## config.mk

```make
export PLATFORM = sky130hd
export DESIGN_NAME = prog_mem_loader
export DESIGN_NICKNAME = d
export VERILOG_FILES = /design/src/rtl/prog_mem_loader_pkg.sv /design/src/rtl/prog_mem_loader_word_packer.sv /design/src/rtl/prog_mem_loader.sv
export SDC_FILE = /design/constraint.sdc
export NUM_CORES = 1
export LEC_CHECK = 0
export BUFFER_PORTS_ARGS = -buffer_cell sky130_fd_sc_hd__buf_2
export CORE_MARGIN = 3
export CORE_UTILIZATION = 40
export DETAILED_ROUTE_END_ITERATION = 10
export PLACE_DENSITY_LB_ADDON = 0.1
export SYNTH_ARGS = -nofsm -noshare
export SYNTH_HDL_FRONTEND = slang
export SYNTH_HIERARCHICAL = 1
export SYNTH_SLANG_ARGS = --single-unit
```

## constraint.sdc

```tcl
create_clock -name clk -period 3.6 [get_ports clk]
set_input_delay 0.36 -clock clk [delete_from_list [all_inputs] [get_ports clk]]
set_output_delay 0.36 -clock clk [all_outputs]
set_load 0.01 [all_outputs]
```

## src/rtl/prog_mem_loader_pkg.sv

```systemverilog
// Shared constants for the program memory loader: widths, stream framing and FSM state encoding.
package prog_mem_loader_pkg;

  localparam int unsigned DEPTH_DEF     = 256;
  localparam int unsigned CNT_WIDTH_DEF = 16;
  localparam int unsigned BYTE_W        = 8;
  localparam int unsigned WORD_W        = 32;
  localparam int unsigned ADDR_W        = 64;
  localparam int unsigned LANES         = WORD_W / BYTE_W;
  localparam int unsigned LANE_W        = 2;
  localparam int unsigned HDR_BYTES     = 2;
  localparam int unsigned CSUM_W        = 8;
  localparam int unsigned STATE_W       = 3;

  localparam logic [STATE_W-1:0] ST_IDLE   = 3'd0;
  localparam logic [STATE_W-1:0] ST_HDR_LO = 3'd1;
  localparam logic [STATE_W-1:0] ST_HDR_HI = 3'd2;
  localparam logic [STATE_W-1:0] ST_DATA   = 3'd3;
  localparam logic [STATE_W-1:0] ST_WRITE  = 3'd4;
  localparam logic [STATE_W-1:0] ST_CSUM   = 3'd5;
  localparam logic [STATE_W-1:0] ST_DONE   = 3'd6;
  localparam logic [STATE_W-1:0] ST_ERR    = 3'd7;

endpackage

```

## src/rtl/prog_mem_loader_word_packer.sv

```systemverilog
// Assembles four stream bytes into a little-endian 32-bit word; flags the byte that completes it.
module prog_mem_loader_word_packer
  import prog_mem_loader_pkg::*;
(
  input  logic              clk,
  input  logic              reset,
  input  logic              clear_i,
  input  logic              byte_en_i,
  input  logic [BYTE_W-1:0] byte_i,
  output logic [WORD_W-1:0] word_c,
  output logic              word_ready_c
);

  logic [LANE_W-1:0] lane_q, lane_d;
  logic [WORD_W-1:0] word_q, word_d;

  // Bytes enter at the top and shift down, so byte 0 ends up in bits [7:0].
  assign word_c       = {byte_i, word_q[WORD_W-1:BYTE_W]};
  assign word_ready_c = byte_en_i && (lane_q == LANE_W'(LANES - 1));

  always_comb begin
    lane_d = lane_q;
    word_d = word_q;
    if (clear_i) begin
      lane_d = '0;
      word_d = '0;
    end else if (byte_en_i) begin
      lane_d = lane_q + LANE_W'(1);
      word_d = word_c;
    end
  end

  always_ff @(posedge clk) begin
    if (reset) begin
      lane_q <= '0;
      word_q <= '0;
    end else begin
      lane_q <= lane_d;
      word_q <= word_d;
    end
  end

endmodule

```

## src/rtl/prog_mem_loader.sv

```systemverilog
// Program memory writer: parses a counted, XOR-checksummed byte stream into 32-bit words
// and keeps the core in reset until a complete, valid image has been loaded.
module prog_mem_loader
  import prog_mem_loader_pkg::*;
#(
  parameter int unsigned DEPTH     = DEPTH_DEF,
  parameter int unsigned CNT_WIDTH = CNT_WIDTH_DEF
) (
  input  logic                 clk,
  input  logic                 reset,
  input  logic                 start,
  input  logic                 byte_valid,
  input  logic [BYTE_W-1:0]    byte_data,
  output logic                 byte_ready,
  output logic                 pm_we,
  output logic [ADDR_W-1:0]    pm_waddr,
  output logic [WORD_W-1:0]    pm_wdata,
  output logic                 cpu_hold,
  output logic                 done,
  output logic                 error,
  output logic [CNT_WIDTH-1:0] loaded_words
);

  localparam logic [CNT_WIDTH-1:0] DEPTH_C = CNT_WIDTH'(DEPTH);

  logic [STATE_W-1:0]   state_q, state_d;
  logic [CNT_WIDTH-1:0] n_q, n_d;
  logic [CNT_WIDTH-1:0] idx_q, idx_d;
  logic [CNT_WIDTH-1:0] loaded_q, loaded_d;
  logic [CSUM_W-1:0]    csum_q, csum_d;
  logic                 byte_ready_q, byte_ready_d;
  logic                 pm_we_q, pm_we_d;
  logic [ADDR_W-1:0]    pm_waddr_q, pm_waddr_d;
  logic [WORD_W-1:0]    pm_wdata_q, pm_wdata_d;
  logic                 done_q, error_q, cpu_hold_q;

  logic                 hs;
  logic [CNT_WIDTH-1:0] hdr_n;
  logic                 pk_clear, pk_en;
  logic [WORD_W-1:0]    pk_word;
  logic                 pk_ready;

  assign hs    = byte_valid && byte_ready_q;
  assign hdr_n = CNT_WIDTH'({byte_data, n_q[BYTE_W-1:0]});

  prog_mem_loader_word_packer u_packer (
    .clk         (clk),
    .reset       (reset),
    .clear_i     (pk_clear),
    .byte_en_i   (pk_en),
    .byte_i      (byte_data),
    .word_c      (pk_word),
    .word_ready_c(pk_ready)
  );

  always_comb begin
    state_d    = state_q;
    n_d        = n_q;
    idx_d      = idx_q;
    loaded_d   = loaded_q;
    csum_d     = csum_q;
    pm_we_d    = 1'b0;
    pm_waddr_d = pm_waddr_q;
    pm_wdata_d = pm_wdata_q;
    pk_clear   = 1'b0;
    pk_en      = 1'b0;
    case (state_q)
      ST_IDLE, ST_DONE, ST_ERR: begin
        if (start) begin
          state_d  = ST_HDR_LO;
          n_d      = '0;
          idx_d    = '0;
          loaded_d = '0;
          csum_d   = '0;
          pk_clear = 1'b1;
        end
      end
      ST_HDR_LO: begin
        if (hs) begin
          n_d     = CNT_WIDTH'(byte_data);
          state_d = ST_HDR_HI;
        end
      end
      ST_HDR_HI: begin
        if (hs) begin
          n_d = hdr_n;
          if (hdr_n > DEPTH_C)      state_d = ST_ERR;
          else if (hdr_n == '0)     state_d = ST_CSUM;
          else                      state_d = ST_DATA;
        end
      end
      ST_DATA: begin
        if (hs) begin
          pk_en  = 1'b1;
          csum_d = csum_q ^ byte_data;
          // The completing byte launches the write so pm_we lands in the WRITE cycle.
          if (pk_ready) begin
            state_d    = ST_WRITE;
            pm_we_d    = 1'b1;
            pm_waddr_d = ADDR_W'(idx_q) << 2;
            pm_wdata_d = pk_word;
          end
        end
      end
      ST_WRITE: begin
        idx_d    = idx_q + CNT_WIDTH'(1);
        loaded_d = loaded_q + CNT_WIDTH'(1);
        state_d  = (idx_q == n_q - CNT_WIDTH'(1)) ? ST_CSUM : ST_DATA;
      end
      ST_CSUM: begin
        if (hs) state_d = (byte_data == csum_q) ? ST_DONE : ST_ERR;
      end
      default: state_d = ST_IDLE;
    endcase
    byte_ready_d = (state_d == ST_HDR_LO) || (state_d == ST_HDR_HI) ||
                   (state_d == ST_DATA)   || (state_d == ST_CSUM);
  end

  always_ff @(posedge clk) begin
    if (reset) begin
      state_q      <= ST_IDLE;
      n_q          <= '0;
      idx_q        <= '0;
      loaded_q     <= '0;
      csum_q       <= '0;
      byte_ready_q <= 1'b0;
      pm_we_q      <= 1'b0;
      pm_waddr_q   <= '0;
      pm_wdata_q   <= '0;
      done_q       <= 1'b0;
      error_q      <= 1'b0;
      cpu_hold_q   <= 1'b1;
    end else begin
      state_q      <= state_d;
      n_q          <= n_d;
      idx_q        <= idx_d;
      loaded_q     <= loaded_d;
      csum_q       <= csum_d;
      byte_ready_q <= byte_ready_d;
      pm_we_q      <= pm_we_d;
      pm_waddr_q   <= pm_waddr_d;
      pm_wdata_q   <= pm_wdata_d;
      done_q       <= (state_d == ST_DONE);
      error_q      <= (state_d == ST_ERR);
      cpu_hold_q   <= (state_d != ST_DONE);
    end
  end

  assign byte_ready   = byte_ready_q;
  assign pm_we        = pm_we_q;
  assign pm_waddr     = pm_waddr_q;
  assign pm_wdata     = pm_wdata_q;
  assign cpu_hold     = cpu_hold_q;
  assign done         = done_q;
  assign error        = error_q;
  assign loaded_words = loaded_q;

endmodule

```

==> results.json <==
{
  "netlist_area_sq_um": 6630,
  "critPathLaunchType": "flip-flop",
  "drt_wl_total_mm": 16.6,
  "synth_edf_count": 0,
  "fin_skew_ns": 0.0132,
  "die_w_microns": 135,
  "crit_required_ns": 3.86,
  "dr.pass1.iters": 5,
  "cts.sinks": 138,
  "grt.overflow.total": 0,
  "place.gp.congestion": 0.837,
  "fillers": 1649,
  "peakVddDrop_mv": 0.342,
  "period_share_pct": 83.3,
  "ctsHoldBuffers": 0,
  "crit_path_end_kind": "flip-flop",
  "io_buffer_count": 80,
  "finalCriticalPeriod_ns": 3.00,
  "avgSynthCellArea_sq_um": 7.95,
  "drc_errors": 0,
  "hold_path_class": "in2reg",
  "ys_seq_area_share_pct": 41.7,
  "coreArea_sq_um": 16100,
  "ant_nets": 0,
  "cap_violations": 0,
  "area_growth_pct": 11.2,
  "post_cts_buffers": 0,
  "n_antenna_cell": 0,
  "hpwlAfterDp_mm": 11.7,
  "clk_pin_slew_worst_paths_ns": 0.06,
  "grt_max_degree": 73,
  "instances_no_fill": 1111,
  "via_count": 5608,
  "critPathArrivalTime_ns": 3.26,
  "grt_pass1_vias": 5304,
  "criticalPathCategory": "reg2reg",
  "track_usage_pct": 18.5,
  "leakage_nw": 2.83,
  "rows": 46,
  "layout_common_cells": "nand2_1, dfxtp_1, a21oi_1",
  "synth_cells": 833,
  "io_pins": 129,
  "power.density_nw_per_um2": 462,
  "synth_flop_cell": "dfxtp_1",
  "fin_setup_tns_ns": 0,
  "numCtsBuffers": 17,
  "worst_pin_slew_ns": 0.925,
  "yosysUniqueCellTypes": 62,
  "fin_nets": 898,
  "finalSetupViolCount": 0,
  "hold_violations": 0,
  "drive_above_1_share_pct": 15.3,
  "outcome": "finished, final reports clean",
  "clk_latency_ns": 0.42,
  "cts_root_buf": "clkbuf_16",
  "fmax_mhz": 334,
  "synth.ff_latch_count": 138,
  "yosysWarnings": 6,
  "cts_tree": "done",
  "start_util_pct": 41.3,
  "whs_ns": 0.272,
  "drt_iter0_markers": 356,
  "post-place-cells": 1079,
  "grt_pass1_wl_mm": 27.2,
  "slew_viol_final": 0,
  "cp_max_fo": 26,
  "vias_per_cell": 5.05,
  "cts_resized": 0,
  "cts_buffer_depth": 2,
  "die_h_microns": 135,
  "htreeDepth": 4,
  "antenna_found_initial": 0,
  "final_common_cell": "nand2_1",
  "rsz0062_at_grt": "false",
  "die_area_sq_um": 18100,
  "relSlewSlack_pct": 37.8,
  "async_reset_ff_share_pct": 0,
  "wl_per_cell_microns": 14.9
}
[Yosys cell counts, types with 2 or more instances]
| cell type | instances | area share [%] |
|---|---|---|
| a22oi_1 | 5 | 0.57 |
| or2_2 | 2 | 0.19 |
| o211ai_1 | 4 | 0.45 |
| clkbuf_1 | 34 | 1.9 |
| a21oi_1 | 94 | 7.1 |
| o31ai_1 | 2 | 0.23 |
| or2_0 | 3 | 0.28 |
| nor4_1 | 6 | 0.57 |
| nand3_1 | 45 | 3.4 |
| ha_1 | 4 | 0.76 |
| a31oi_1 | 7 | 0.66 |
| inv_1 | 10 | 0.57 |
| and2_1 | 4 | 0.38 |
| xnor2_1 | 16 | 2.1 |
| or3_1 | 6 | 0.57 |
| a311oi_1 | 6 | 0.79 |
| or2_1 | 2 | 0.19 |
| nand4_1 | 4 | 0.38 |
| o21ai_0 | 23 | 1.7 |
| o31a_1 | 2 | 0.26 |
| a221oi_1 | 2 | 0.26 |
| and3_1 | 7 | 0.66 |
| nor2b_1 | 2 | 0.19 |
| mux2i_1 | 27 | 4.1 |
| o21ai_1 | 5 | 0.38 |
| nand2b_1 | 2 | 0.19 |
| buf_8 | 2 | 0.45 |
| nand3b_1 | 5 | 0.57 |
| buf_2 | 2 | 0.15 |
| nor2_1 | 88 | 5.0 |
| buf_4 | 58 | 6.6 |
| nand2_1 | 155 | 8.8 |
| nor3_1 | 12 | 0.91 |
| buf_6 | 8 | 1.4 |
| xor2_1 | 8 | 1.1 |
| o21a_1 | 6 | 0.68 |
| dfxtp_1 | 138 | 42 |
| a211o_2 | 2 | 0.30 |
| clkbuf_8 | 2 | 0.42 |
[layout make-up]
cell class | instances | area, sq um | share of cell area [%]
clock buffers | 18 | 439 | 5.96
inverters | 10 | 37.5 | 0.509
repair buffers | 89 | 470 | 6.38
multi-input cells | 626 | 3290 | 44.7
flip-flops and latches | 138 | 2760 | 37.5
well taps | 216 | 270 | 3.67
clock inverters | 14 | 96.3 | 1.31
[state kept, by name (all words and copies together), names as in the netlist]
signal and flops:
byte_ready 1, cpu_hold 1, csum_q 8, done 1
error 1, idx_q 16, loaded_words 16, n_q 16
pm_waddr 16, pm_wdata 32, pm_we 1, state_q 3
u_packer/lane_q 2, u_packer/word_q 24
[through the flow]
step	utilization, %	instance area (sq um)	power, mW	worst slack, ns
detailed placement	42.6	6840	1.87	0.596
floorplan	-	6800	1.85	0.936
finish	45.9	7370	3.41	0.602
global placement	42.6	6840	1.86	0.723
global route	45.9	7370	3.55	0.289
CTS	45.9	7370	3.45	0.576
[where the power goes]
group	internal (mW)	switching (mW)
clock network	0.897	0.671
registers	1.54	0.0205
logic	0.0847	0.196
[final timing paths]
check	start	depth (start not counted)	endpoint	slack (ns)
hold reg to reg	pm_waddr[10]$_SDFFE_PP0P_	2	pm_waddr[10]$_SDFFE_PP0P_	0.45
setup / recovery	state_q[1]$_SDFF_PP0_	8	pm_wdata[6]$_SDFFE_PP0P_	0.60
setup reg to reg	state_q[1]$_SDFF_PP0_	8	pm_wdata[6]$_SDFFE_PP0P_	0.60
hold / removal	byte_data[6]	3	pm_wdata[30]$_SDFFE_PP0P_	0.27
[metal layers]
metal  GRT usage (%)  up-vias  wire length, microns
li1                -     2833                     -
met1            23.0     2616                  7360
met2            32.2      144                  8340
met3            3.80       15                   684
met4            5.60        0                   195
met5               0        -                     0
[kinds of logic after synthesis]
family,Yosys count,share of synthesized area (%)
AND/OR/NAND/NOR,354,23.9
AO/OA/AOI/OAI,169,14.9
flip-flops,138,41.7
buffers and inverters,116,11.4
multiplexers,27,4.08
XOR/XNOR,24,3.17
adder cells (fa/ha/maj),4,0.755
other,1,0.0566
[critical path, stage by stage, from the launching register on]
cell and delay (ns):
dfxtp_1 0.62, nor2b_2 0.26, nand2_1 0.26, nor2_4 0.20, buf_4 0.31, nand2_1 0.56, buf_4 0.45, nand2_1 0.11
a21oi_1 0.07
Power figures use the tool's default switching activity.
